File: src/rtl/mem_pkg.sv
`timescale 1ns/1ps
// Memory-access definitions shared by the load-side extend unit and the store-side lane unit.
package mem_pkg;

  typedef enum logic [1:0] {
    OP_SB  = 2'b00,
    OP_SH  = 2'b01,
    OP_SW  = 2'b10,
    OP_ILL = 2'b11
  } mem_op_e;

  typedef enum logic [1:0] {
    ST_IDLE = 2'b00,
    ST_WAIT = 2'b01,
    ST_RESP = 2'b10
  } st_e;

  // Byte-lane write masks, bit i = byte lane i (little-endian)
  localparam logic [3:0] WE_NONE = 4'b0000;
  localparam logic [3:0] WE_B0   = 4'b0001;
  localparam logic [3:0] WE_LO   = 4'b0011;
  localparam logic [3:0] WE_HI   = 4'b1100;
  localparam logic [3:0] WE_ALL  = 4'b1111;

  localparam int TO_CNT_W = 10;

endpackage

File: src/rtl/store_lane_gen.sv
`timescale 1ns/1ps
// Combinational lane steering for stores: replicates the narrowed value across the word
// and derives the byte enables and the alignment fault for the requested access size.
module store_lane_gen
  import mem_pkg::*;
(
  input  mem_op_e     i_op,
  input  logic [1:0]  i_addr_lo,
  input  logic [31:0] i_data,
  output logic [3:0]  o_we,
  output logic [31:0] o_wdata,
  output logic        o_misalign
);

  always_comb begin
    o_we       = WE_NONE;
    o_wdata    = i_data;
    o_misalign = 1'b0;
    case (i_op)
      OP_SB: begin
        o_we    = WE_B0 << i_addr_lo;
        o_wdata = {4{i_data[7:0]}};
      end
      OP_SH: begin
        o_we       = i_addr_lo[1] ? WE_HI : WE_LO;
        o_wdata    = {2{i_data[15:0]}};
        o_misalign = i_addr_lo[0];
      end
      OP_SW: begin
        o_we       = WE_ALL;
        o_misalign = |i_addr_lo;
      end
      default: begin
        o_we = WE_NONE;
      end
    endcase
  end

endmodule

File: src/rtl/store_lane_unit.sv
`timescale 1ns/1ps
// Store-side memory access unit: captures a store, presents lane-steered data to memory
// under a valid/ack handshake with an ack timeout, and reports one completion pulse.
module store_lane_unit
  import mem_pkg::*;
#(
  parameter int ACK_TIMEOUT = 255
)
(
  input  logic        clk,
  input  logic        resetn,
  input  logic        req_valid,
  output logic        req_ready,
  input  logic [1:0]  req_op,
  input  logic [31:0] req_addr,
  input  logic [31:0] req_data,
  output logic        mem_en,
  output logic [3:0]  mem_we,
  output logic [31:0] mem_addr,
  output logic [31:0] mem_wdata,
  input  logic        mem_ack,
  output logic        done_valid,
  output logic        done_err,
  output logic        done_timeout
);

  localparam logic [TO_CNT_W-1:0] TO_LAST = TO_CNT_W'(ACK_TIMEOUT - 1);

  st_e                 r_state;
  st_e                 w_next;
  mem_op_e             w_op;
  logic [3:0]          w_we;
  logic [31:0]         w_wdata;
  logic                w_misalign;
  logic                w_reject;
  logic                w_accept;
  logic                w_expire;
  logic [3:0]          r_we;
  logic [31:0]         r_addr;
  logic [31:0]         r_wdata;
  logic                r_err;
  logic                r_timeout;
  logic [TO_CNT_W-1:0] r_cnt;

  assign w_op     = mem_op_e'(req_op);
  assign w_reject = w_misalign | (w_op == OP_ILL);
  assign w_accept = req_valid & (r_state == ST_IDLE);
  assign w_expire = (r_cnt == TO_LAST);

  store_lane_gen u_lane_gen (
    .i_op       (w_op),
    .i_addr_lo  (req_addr[1:0]),
    .i_data     (req_data),
    .o_we       (w_we),
    .o_wdata    (w_wdata),
    .o_misalign (w_misalign)
  );

  always_ff @(posedge clk or negedge resetn) begin
    if (!resetn) begin
      r_state <= ST_IDLE;
    end else begin
      r_state <= w_next;
    end
  end

  // Faulting requests skip memory entirely; ack takes priority over an expiring counter
  always_comb begin
    w_next = r_state;
    case (r_state)
      ST_IDLE: begin
        if (req_valid) begin
          w_next = w_reject ? ST_RESP : ST_WAIT;
        end
      end
      ST_WAIT: begin
        if (mem_ack || w_expire) begin
          w_next = ST_RESP;
        end
      end
      ST_RESP: begin
        w_next = ST_IDLE;
      end
      default: begin
        w_next = ST_IDLE;
      end
    endcase
  end

  always_comb begin
    req_ready    = (r_state == ST_IDLE);
    mem_en       = (r_state == ST_WAIT);
    mem_we       = (r_state == ST_WAIT) ? r_we : WE_NONE;
    done_valid   = (r_state == ST_RESP);
    done_err     = (r_state == ST_RESP) & r_err;
    done_timeout = (r_state == ST_RESP) & r_timeout;
  end

  assign mem_addr  = r_addr;
  assign mem_wdata = r_wdata;

  // Memory-side fields only update for requests that will actually reach memory
  always_ff @(posedge clk or negedge resetn) begin
    if (!resetn) begin
      r_we      <= WE_NONE;
      r_addr    <= '0;
      r_wdata   <= '0;
      r_err     <= 1'b0;
      r_timeout <= 1'b0;
      r_cnt     <= '0;
    end else if (w_accept) begin
      r_err     <= w_reject;
      r_timeout <= 1'b0;
      r_cnt     <= '0;
      if (!w_reject) begin
        r_we    <= w_we;
        r_addr  <= {req_addr[31:2], 2'b00};
        r_wdata <= w_wdata;
      end
    end else if ((r_state == ST_WAIT) && !mem_ack) begin
      r_cnt <= r_cnt + TO_CNT_W'(1);
      if (w_expire) begin
        r_timeout <= 1'b1;
      end
    end
  end

endmodule

File: config.mk
export PLATFORM = sky130hd
export DESIGN_NAME = store_lane_unit
export DESIGN_NICKNAME = d
export VERILOG_FILES = /design/src/rtl/mem_pkg.sv /design/src/rtl/store_lane_gen.sv /design/src/rtl/store_lane_unit.sv
export SDC_FILE = /design/constraint.sdc
export NUM_CORES = 1
export LEC_CHECK = 0
export ABC_CLOCK_PERIOD_IN_PS = 3700
export CAP_MARGIN = 15
export CORE_MARGIN = 4
export CORE_UTILIZATION = 45
export DETAILED_ROUTE_END_ITERATION = 10
export DONT_BUFFER_PORTS = 1
export GPL_TIMING_DRIVEN = 0
export PLACE_DENSITY_LB_ADDON = 0.15
export SLEW_MARGIN = 20
export SYNTH_ARGS = -nofsm -noshare
export SYNTH_HDL_FRONTEND = slang
export SYNTH_SLANG_ARGS = --single-unit
File: constraint.sdc
create_clock -name clk -period 3.7 [get_ports clk]
set_clock_uncertainty 0.2 [all_clocks]
set_input_delay 0.74 -clock clk [delete_from_list [all_inputs] [get_ports clk]]
set_output_delay 0.74 -clock clk [all_outputs]
set_load 0.1 [all_outputs]
==> results of run 1 <==
worst paths after layout:
path,end,cells past startpoint,start
max,mem_we[2],3,r_state[0]$_DFFE_PN0P_
min,mem_wdata[0]$_DFFE_PN0P_,1,resetn
max reg2reg,mem_wdata[1]$_DFFE_PN0P_,3,r_state[1]$_DFFE_PN0P_
min reg2reg,r_err$_DFFE_PN0P_,2,r_err$_DFFE_PN0P_
max in group asynchronous,r_state[1]$_DFFE_PN0P_,1,resetn
min in group clk,r_err$_DFFE_PN0P_,2,r_err$_DFFE_PN0P_
critical path, cell delays in order, from the launching register on:
cell and delay (ns):
dfrtp_1 0.40, buf_4 0.21, nor2b_4 0.61, and2_1 0.88
area by class of cell:
class | instances | area (sq um) | share of cell area
Multi-Input combinational cell | 180 | 1580 | 0.385
Sequential cell | 80 | 2000 | 0.489
Timing Repair Buffer | 1 | 27.5 | 0.00672
Clock buffer | 10 | 138 | 0.0336
Inverter | 13 | 48.8 | 0.0119
Tap cell | 102 | 128 | 0.0311
Buffer | 16 | 126 | 0.0308
Clock inverter | 6 | 51.3 | 0.0125
cells in the final DEF (no fill, tap or decap), types with 5 or more instances in the layout:
master     n
a21oi_1   12
a221o_1    8
and2_1    14
buf_6      5
clkbuf_8  10
dfrtp_1   80
ha_1       6
inv_1     13
mux2_2    63
mux2i_1   12
nand2_1    8
nor2_1     8
o21ai_0    6
cell families (layout without fill, tap and decap cells):
kind of cell,Yosys count,in the layout,synth area share
flip-flops,80,80,0.536
multiplexers,76,76,0.225
AND/OR/NAND/NOR,58,58,0.101
AO/OA/AOI/OAI,36,36,0.0650
buffers and inverters,29,46,0.0469
adder cells (fa/ha/maj),6,6,0.0201
XOR/XNOR,2,2,0.00469
other,1,2,0.00100
layer usage:
metal,global-route usage,part of all wire,vias up
li1,-,-,1047
met1,0.205,0.40,1115
met2,0.270,0.47,99
met3,0.0906,0.12,6
met4,0.0473,0.0092,0
met5,0,0,-
state kept, by name, summed over array words and instances (netlist names):
register / cells
r_cnt: 10
r_state: 2
mem_addr: 30
r_we: 4
r_timeout: 1
mem_wdata: 32
r_err: 1
stage by stage:
stage / setup slack (ns) / instances / hold WS, ns / cell area, sq um
after floorplan: 0.431 / 289 / 0.244 / 3740
after global placement: 0.317 / 391 / 0.247 / 3870
after detailed placement: 0.311 / 391 / 0.247 / 3870
after CTS: 0.286 / 408 / 0.0874 / 4100
after global routing: 0.202 / 408 / 0.100 / 4100
final: 0.313 / 408 / 0.0969 / 4100
repair_timing:
item                       CTS  global route
setup endpoints to repair    6             0
hold buffers                 1             0
gates resized for setup      2             0
hold endpoints to repair    80             0
==> summary.txt, run 1 <==
Worst setup path
  – Crit start category: flop
  – Reg-to-reg slack, setup: 1.77 ns
  – Arrival @ worst endpoint: about 2.5 ns
  – CP Class: flop to output port
  – Max Fanout on Critical Path: 10
  – Worst setup EP type: output port
  – Critical Path RT: 2.76 ns

Logic synthesis
  – Post-Syn Area per Cell: 13.0 sq um
  – YS warnings: 0
  – Share of the synthesized area in the top cell type: 0.536
  – Most common cell in the netlist: dfrtp_1
  – Sequential area share after synthesis: 0.536
  – Most used DFF post-synth: dfrtp_1
  – Leading area contributor after synthesis: dfrtp_1
  – Synth cell types: 42
  – Gate Count Post-Synth: 288
  – Most common library cells after synthesis: dfrtp_1 (80), mux2_2 (63), and2_1 (14)
  – Asr flop ratio synth: 1.00
  – Post-Syn Area: roughly 3700 sq um
  – Synth Register Bits: 80
  – Synth top area cells: dfrtp_1 (54%), mux2_2 (19%), mux2i_1 (3.2%)
  – Post-synth EDFFs: 0

Clock tree
  – Clock buffer depth: 2
  – H-tree depth: 3
  – Clock Sinks: 80
  – TritonCTS clock tree: yes
  – CTS buffer count: 9
  – Clk_lat worst skew: about 0.34 ns
  – Post-CTS setup buffers: 0
  – Clk root buf: clkbuf_8
  – Worst-path clk slew: approximately 0.090 ns

Timing
  – Hold Violations, Final: 0
  – Period minus WS final: around 3.4 ns
  – Relative slew slack: 0.286
  – Final setup vio count: 0
  – Slew @ Worst Pin: 1.07 ns
  – Achievable Freq: 0.295 GHz
  – Setup TNS: 0 ns
  – Slew Viols, Final: 0
  – RSZ-0062 raised after global routing: no
  – Final worst-path cycle share: 0.915

Route
  – Post-route antenna net violation count: 0
  – DR vias/cell: 5.56
  – Initial DRC Count: 62
  – Vias: between 2000 and 2500
  – Routed wire length: 8.38 mm
  – Wire per inst: 20.5 um
  – Remaining DRCs: 0
  – DR pass1 iterations: 4

Finish
  – Syn-to-layout area delta: 9.79%
  – # fillers: 699
  – Final nets: 377
  – Share of post-route cells with drive strength above 1: 0.324
  – Antenna cells: 0
  – Core Util, Final: 0.520

Flow run
  – Max Cap Viol: 0

Place
  – Final GP Congestion: 0.691
  – Final HPWL DP: 6.10 mm
  – Port Buffers: 0

Floorplanning
  – Row Count: 32
  – Die height: 99.1 um
  – Initial core utilization: 0.473
  – Core area: ~7900 sq um
  – Die Width: 99.1 um
  – Die ar.: 9810 sq um
  – Num ports: 143

Worst hold path
  – Hold Crit Class: input pin to asynchronous set/reset pin

Global routing
  – GRT Overall Usage: 0.171
  – Largest net degree at the start of global routing: 81
  – Initial antenna violation count: 0
  – First-pass GRT wire length: around 13 mm
  – Gr ovfl total: 0
  – Vias in the first global route: 2522

Outcome
  – Status: completed
Power of run 1 is not shown: default switching activity piles up to over one toggle a cycle in this logic, so the estimate is an artifact.
==> inputs of run 2 (changes only) <==
Settings changed: CORE_UTILIZATION 45 to 25, CTS_BUF_LIST from default to sky130_fd_sc_hd__clkbuf_4.
==> summary.txt, run 2 (same netlist as run 1, synthesis figures left out) <==
Finish
  – Most common cell after layout, fill and taps aside: dfrtp_1
  – Final nets: 378 (+0.27%)
  – Most frequent cells in the layout: dfrtp_1 (80), mux2_2 (63), and2_1 (14)
  – Sequential Area: 2000 sq um (unchanged)
  – # fillers: 1517 (+120%)
  – Share of post-route cells with drive strength above 1: 0.303 (-0.0206)
  – Multi-input logic area: 1580 sq um (unchanged)
  – Fin area: 4140 sq um (+1.1%)
  – Max FFs per register: 32 (unchanged)
  – Syn-to-layout area delta: 11.0%

Timing
  – Slew Viols, Final: 0 (unchanged)
  – RSZ-0062 raised after global routing: no
  – Period minus WS final: 3.52 ns (+0.137 ns)
  – Hold Violations, Final: 0 (unchanged)
  – Achievable Freq: 0.284 GHz (-3.9%)
  – Relative slew slack: 0.275 (-0.0114)
  – Setup TNS: 0 ns (unchanged)
  – Worst Slack Setup Final: 0.176 ns (-0.137 ns)
  – Slew @ Worst Pin: 1.09 ns (+0.0170 ns)
  – Final worst-path cycle share: 0.953 (+0.0371)
  – Final setup vio count: 0 (unchanged)

Worst setup path
  – Critical Path RT: 2.76 ns (about the same)
  – CP Class: flop to output port
  – Worst setup EP type: output port
  – Worst reg2reg path depth: 3 (unchanged)
  – Crit start category: flop
  – Max Fanout on Critical Path: 10 (unchanged)
  – Arrival @ worst endpoint: 2.58 ns (+0.13 ns)

Global routing
  – Vias in the first global route: 2418 (-4.1%)
  – Largest net degree at the start of global routing: 81 (unchanged)
  – GRT Overall Usage: 0.117 (-0.0545)
  – First-pass GRT wire length: 14.5 mm (+10%)
  – Initial antenna violation count: 1 (+1)
  – Gr ovfl total: 0 (unchanged)

Floorplanning
  – Die ar.: 16900 sq um (+73%)
  – Die height: 130 um (+31%)
  – Die Width: 130 um (+31%)
  – Core area: 14600 sq um (+85%)
  – Row Count: 44 (+38%)
  – Num ports: 143 (unchanged)
  – Initial core utilization: 0.256 (-0.217)

Clock tree
  – Clock Sinks: 80 (unchanged)
  – CTS buffer count: 9 (unchanged)
  – Post-CTS setup buffers: 0 (unchanged)
  – Worst-path clk slew: 0.12 ns (+0.03 ns)
  – H-tree depth: 3 (unchanged)
  – Clk_lat worst skew: 0.43 ns (+0.09 ns)
  – TritonCTS clock tree: yes
  – Clk root buf: clkbuf_4
  – Clock buffer depth: 2 (unchanged)

Place
  – Dpl ws: 0.281 ns (-0.0303 ns)
  – Port Buffers: 0 (unchanged)
  – Final GP Congestion: 0.732 (+5.9%)
  – Placed Area: 3980 sq um (+2.8%)
  – Final HPWL DP: 6.92 mm (+13%)

Route
  – Post-route antenna net violation count: 0 (unchanged)
  – Wire per inst: 19.6 um (-4.6%)
  – Remaining DRCs: 0 (unchanged)
  – DR pass1 iterations: 4 (unchanged)
  – Routed wire length: 9.65 mm (+15%)
  – Initial DRC Count: 100 (+61%)
  – Vias: 2255 (-0.53%)
  – DR vias/cell: 4.58 (-18%)

Worst hold path
  – Hold path cells: 1
  – Hold Crit Class: input pin to flop

Flow run
  – Max Cap Viol: 0 (unchanged)

Outcome
  – Status: completed
run 2: changes by cell type in the layout (fill, tap and decap cells not counted):
| cell | change |
|---|---|
| clkbuf_8 | -10 |
| clkbuf_4 | +9 |
| clkinv_1 | +6 |
| clkinv_4 | -3 |
| inv_6 | -2 |
| bufinv_16 | +1 |
| clkinvlp_4 | -1 |
| diode_2 | +1 |
| dlygate4sd3_1 | +1 |
run 2: per-layer routing:
layer	up-vias	GRT usage	routed length [um]
met2	92	0.185	4680
met3	4	0.0700	1100
li1	1051	-	-
met1	1108	0.134	3790
met5	-	0	0
met4	0	0.0330	74
run 2: stage by stage:
step            util  std cells  hold slack [ns]
6_report       0.284        492            0.237
2_1_floorplan      -        289            0.244
3_3_place_gp   0.272        473            0.248
5_1_grt        0.284        492            0.167
3_5_place_dp   0.273        473            0.248
4_1_cts        0.284        491            0.171
run 2: layout make-up:
class | count | share of cell area
multi-input cells | 180 | 0.380
diodes | 1 | 0.000604
flip-flops and latches | 80 | 0.483
clock buffers | 9 | 0.0163
clock inverters | 7 | 0.0127
plain buffers | 16 | 0.0305
inverters | 13 | 0.0118
well taps | 184 | 0.0556
repair buffers | 2 | 0.00906
run 2: critical path: stages, from the launching register on:
cell	delay, ns
dfrtp_1	0.42
buf_4	0.21
nor2b_4	0.63
and2_1	0.89
run 2: what timing repair did:
item / 4_1_cts / 5_1_grt
endpoints found under the hold margin: 80 / 0
hold buffers: 2 / 0
setup endpoints to repair: 2 / 0
gates resized for setup: 1 / 0
run 2: final timing paths:
path	from	to	slack (ns)
max in group asynchronous	resetn	mem_wdata[25]$_DFFE_PN0P_	2.28
setup reg to reg	r_state[1]$_DFFE_PN0P_	mem_wdata[0]$_DFFE_PN0P_	1.64
setup / recovery	r_state[0]$_DFFE_PN0P_	mem_we[0]	0.18
hold / removal	req_addr[31]	mem_addr[31]$_DFFE_PN0P_	0.24
min in group asynchronous	resetn	r_cnt[2]$_DFFE_PN0P_	0.64
hold reg to reg	r_cnt[5]$_DFFE_PN0P_	r_cnt[5]$_DFFE_PN0P_	0.29
Power of run 2 is left out for the same reason.
==> inputs of run 3 (changes only) <==
Settings changed: ABC_CLOCK_PERIOD_IN_PS 3700 to 3100.
Clock period 3.7 ns to 3.1 ns, I/O delays scaled along.
==> summary.txt, run 3 (same netlist as run 1, synthesis figures left out) <==
Timing
  – Slew @ Worst Pin: 1.07 ns (-0.0133 ns)
  – Final worst-path cycle share: 0.956
  – Period minus WS final: 2.96 ns
  – RSZ-0062 raised after global routing: no
  – Relative slew slack: 0.283 (+0.00885)
  – Final setup vio count: 0 (unchanged)
  – Setup TNS: 0 ns (unchanged)
  – WHS: 0.113 ns (-0.124 ns)
  – Hold Violations, Final: 0 (unchanged)
  – Achievable Freq: approximately 0.34 GHz
  – Slew Viols, Final: 0 (unchanged)

Floorplanning
  – Die Width: 130 um (unchanged)
  – Num ports: 143 (unchanged)
  – Die height: 130 um (unchanged)
  – Die ar.: 16900 sq um (unchanged)
  – Initial core utilization: 0.256 (unchanged)
  – Row Count: 44 (unchanged)
  – Core area: 14600 sq um (unchanged)

Finish
  – Max FFs per register: 32 (unchanged)
  – Syn-to-layout area delta: 11.8%
  – Sequential Area: 2000 sq um (unchanged)
  – Most common cell after layout, fill and taps aside: dfrtp_1
  – Final nets: 379 (+0.26%)
  – Core Util, Final: 0.286 (+0.00206)
  – # fillers: 1513 (-0.26%)
  – Multi-input logic area: 1590 sq um (+0.95%)
  – Most frequent cells in the layout: dfrtp_1 (80), mux2_2 (63), inv_1 (13)
  – Share of post-route cells with drive strength above 1: 0.331 (+0.0282)

Clock tree
  – Clk root buf: clkbuf_4
  – Clock Sinks: 80 (unchanged)
  – Worst-path clk slew: 0.13 ns (about the same)
  – Clock buffer depth: 2 (unchanged)
  – TritonCTS clock tree: yes
  – H-tree depth: 3 (unchanged)
  – Clk_lat worst skew: 0.44 ns (about the same)
  – CTS buffer count: 9 (unchanged)

Global routing
  – Largest net degree at the start of global routing: 81 (unchanged)
  – First-pass GRT wire length: 14.2 mm (-2.0%)
  – Initial antenna violation count: 1 (unchanged)
  – Vias in the first global route: 2427 (+0.37%)
  – GRT Overall Usage: 0.114 (-0.00265)
  – Gr ovfl total: 0 (unchanged)

Route
  – Remaining DRCs: 0 (unchanged)
  – Vias: 2320 (+2.9%)
  – Post-route antenna net violation count: 0 (unchanged)
  – DR vias/cell: 4.71 (+2.7%)
  – DR pass1 iterations: 4 (unchanged)
  – Initial DRC Count: 91 (-9.0%)
  – Wire per inst: 19.4 um (-0.94%)
  – Routed wire length: 9.58 mm (-0.74%)

Place
  – Final GP Congestion: 0.676 (-7.7%)
  – Final HPWL DP: 7.02 mm (+1.4%)
  – Port Buffers: 0 (unchanged)

Worst setup path
  – Reg2reg start: r_state[0]$_DFFE_PN0P_
  – CP Class: flop to output port
  – Worst reg2reg path depth: 4 (+1)
  – Reg-to-reg slack, setup: 1.03 ns (-0.61 ns)
  – CP endpoint: done_err
  – Max Fanout on Critical Path: 10 (unchanged)
  – Arrival @ worst endpoint: 2.14 ns (-0.44 ns)
  – Crit start category: flop
  – R2r endpoint: mem_wdata[5]$_DFFE_PN0P_
  – Critical path startpoint: r_state[1]$_DFFE_PN0P_
  – Worst setup EP type: output port
  – Critical Path RT: 2.28 ns (-0.48 ns)

Flow run
  – Max Cap Viol: 0 (unchanged)

Outcome
  – Status: completed

Worst hold path
  – Hold Crit Class: input pin to flop
[run 3: changes by cell type in the layout (fill, tap and decap cells not counted), sizes merged]
cell and change:
clkinv -1, clkbuf +2
[run 3: cell type report]
class,instances,area share
diodes,1,0.000600
well taps,184,0.0552
plain buffers,16,0.0309
inverters,13,0.0117
clock buffers,10,0.0180
flip-flops and latches,80,0.480
multi-input cells,180,0.381
clock inverters,6,0.0120
repair buffers,3,0.0108
[run 3: per-stage QoR]
stage                     setup slack (ns)  cell area (sq um)  instances
after floorplan                      0.291               3750        289
after global placement               0.128               3980        473
after detailed placement             0.111               3980        473
after CTS                           -0.121               4170        492
after global routing               0.00429               4170        493
final                                0.137               4170        493
[run 3: metal layers]
metal	GRT usage	routed length [um]	vias up
li1	-	-	1056
met1	0.132	3640	1161
met2	0.174	4620	94
met3	0.0720	1200	9
met4	0.0348	122	0
met5	0	0	-
[run 3: how the worst min path moves through the flow]
stage / endpoint / from / cells after the start / slack, ns
3_5_place_dp: r_cnt[3]$_DFFE_PN0P_ / resetn / 0 / 0.13
5_1_grt: mem_addr[31]$_DFFE_PN0P_ / req_addr[31] / 1 / 0.04
3_3_place_gp: r_cnt[3]$_DFFE_PN0P_ / resetn / 0 / 0.13
4_1_cts: mem_wdata[7]$_DFFE_PN0P_ / req_data[7] / 1 / 0.04
6_report: mem_addr[24]$_DFFE_PN0P_ / req_addr[24] / 1 / 0.11
2_1_floorplan: mem_addr[10]$_DFFE_PN0P_ / resetn / 0 / 0.12
[run 3: worst max-delay path, stage by stage, from the launching register on]
cell	delay, ns
dfrtp_1	0.41
clkbuf_4	0.23
nor2b_4	0.59
and2_4	0.47
[run 3: timing repair]
action	CTS	global route
gates cloned	0	0
endpoints found under the hold margin	80	0
pin swaps	1	2
gates resized for setup	10	3
hold buffers	2	0
buffers inserted	1	0
setup endpoints to repair	6	3
Power of run 3 is left out for the same reason.
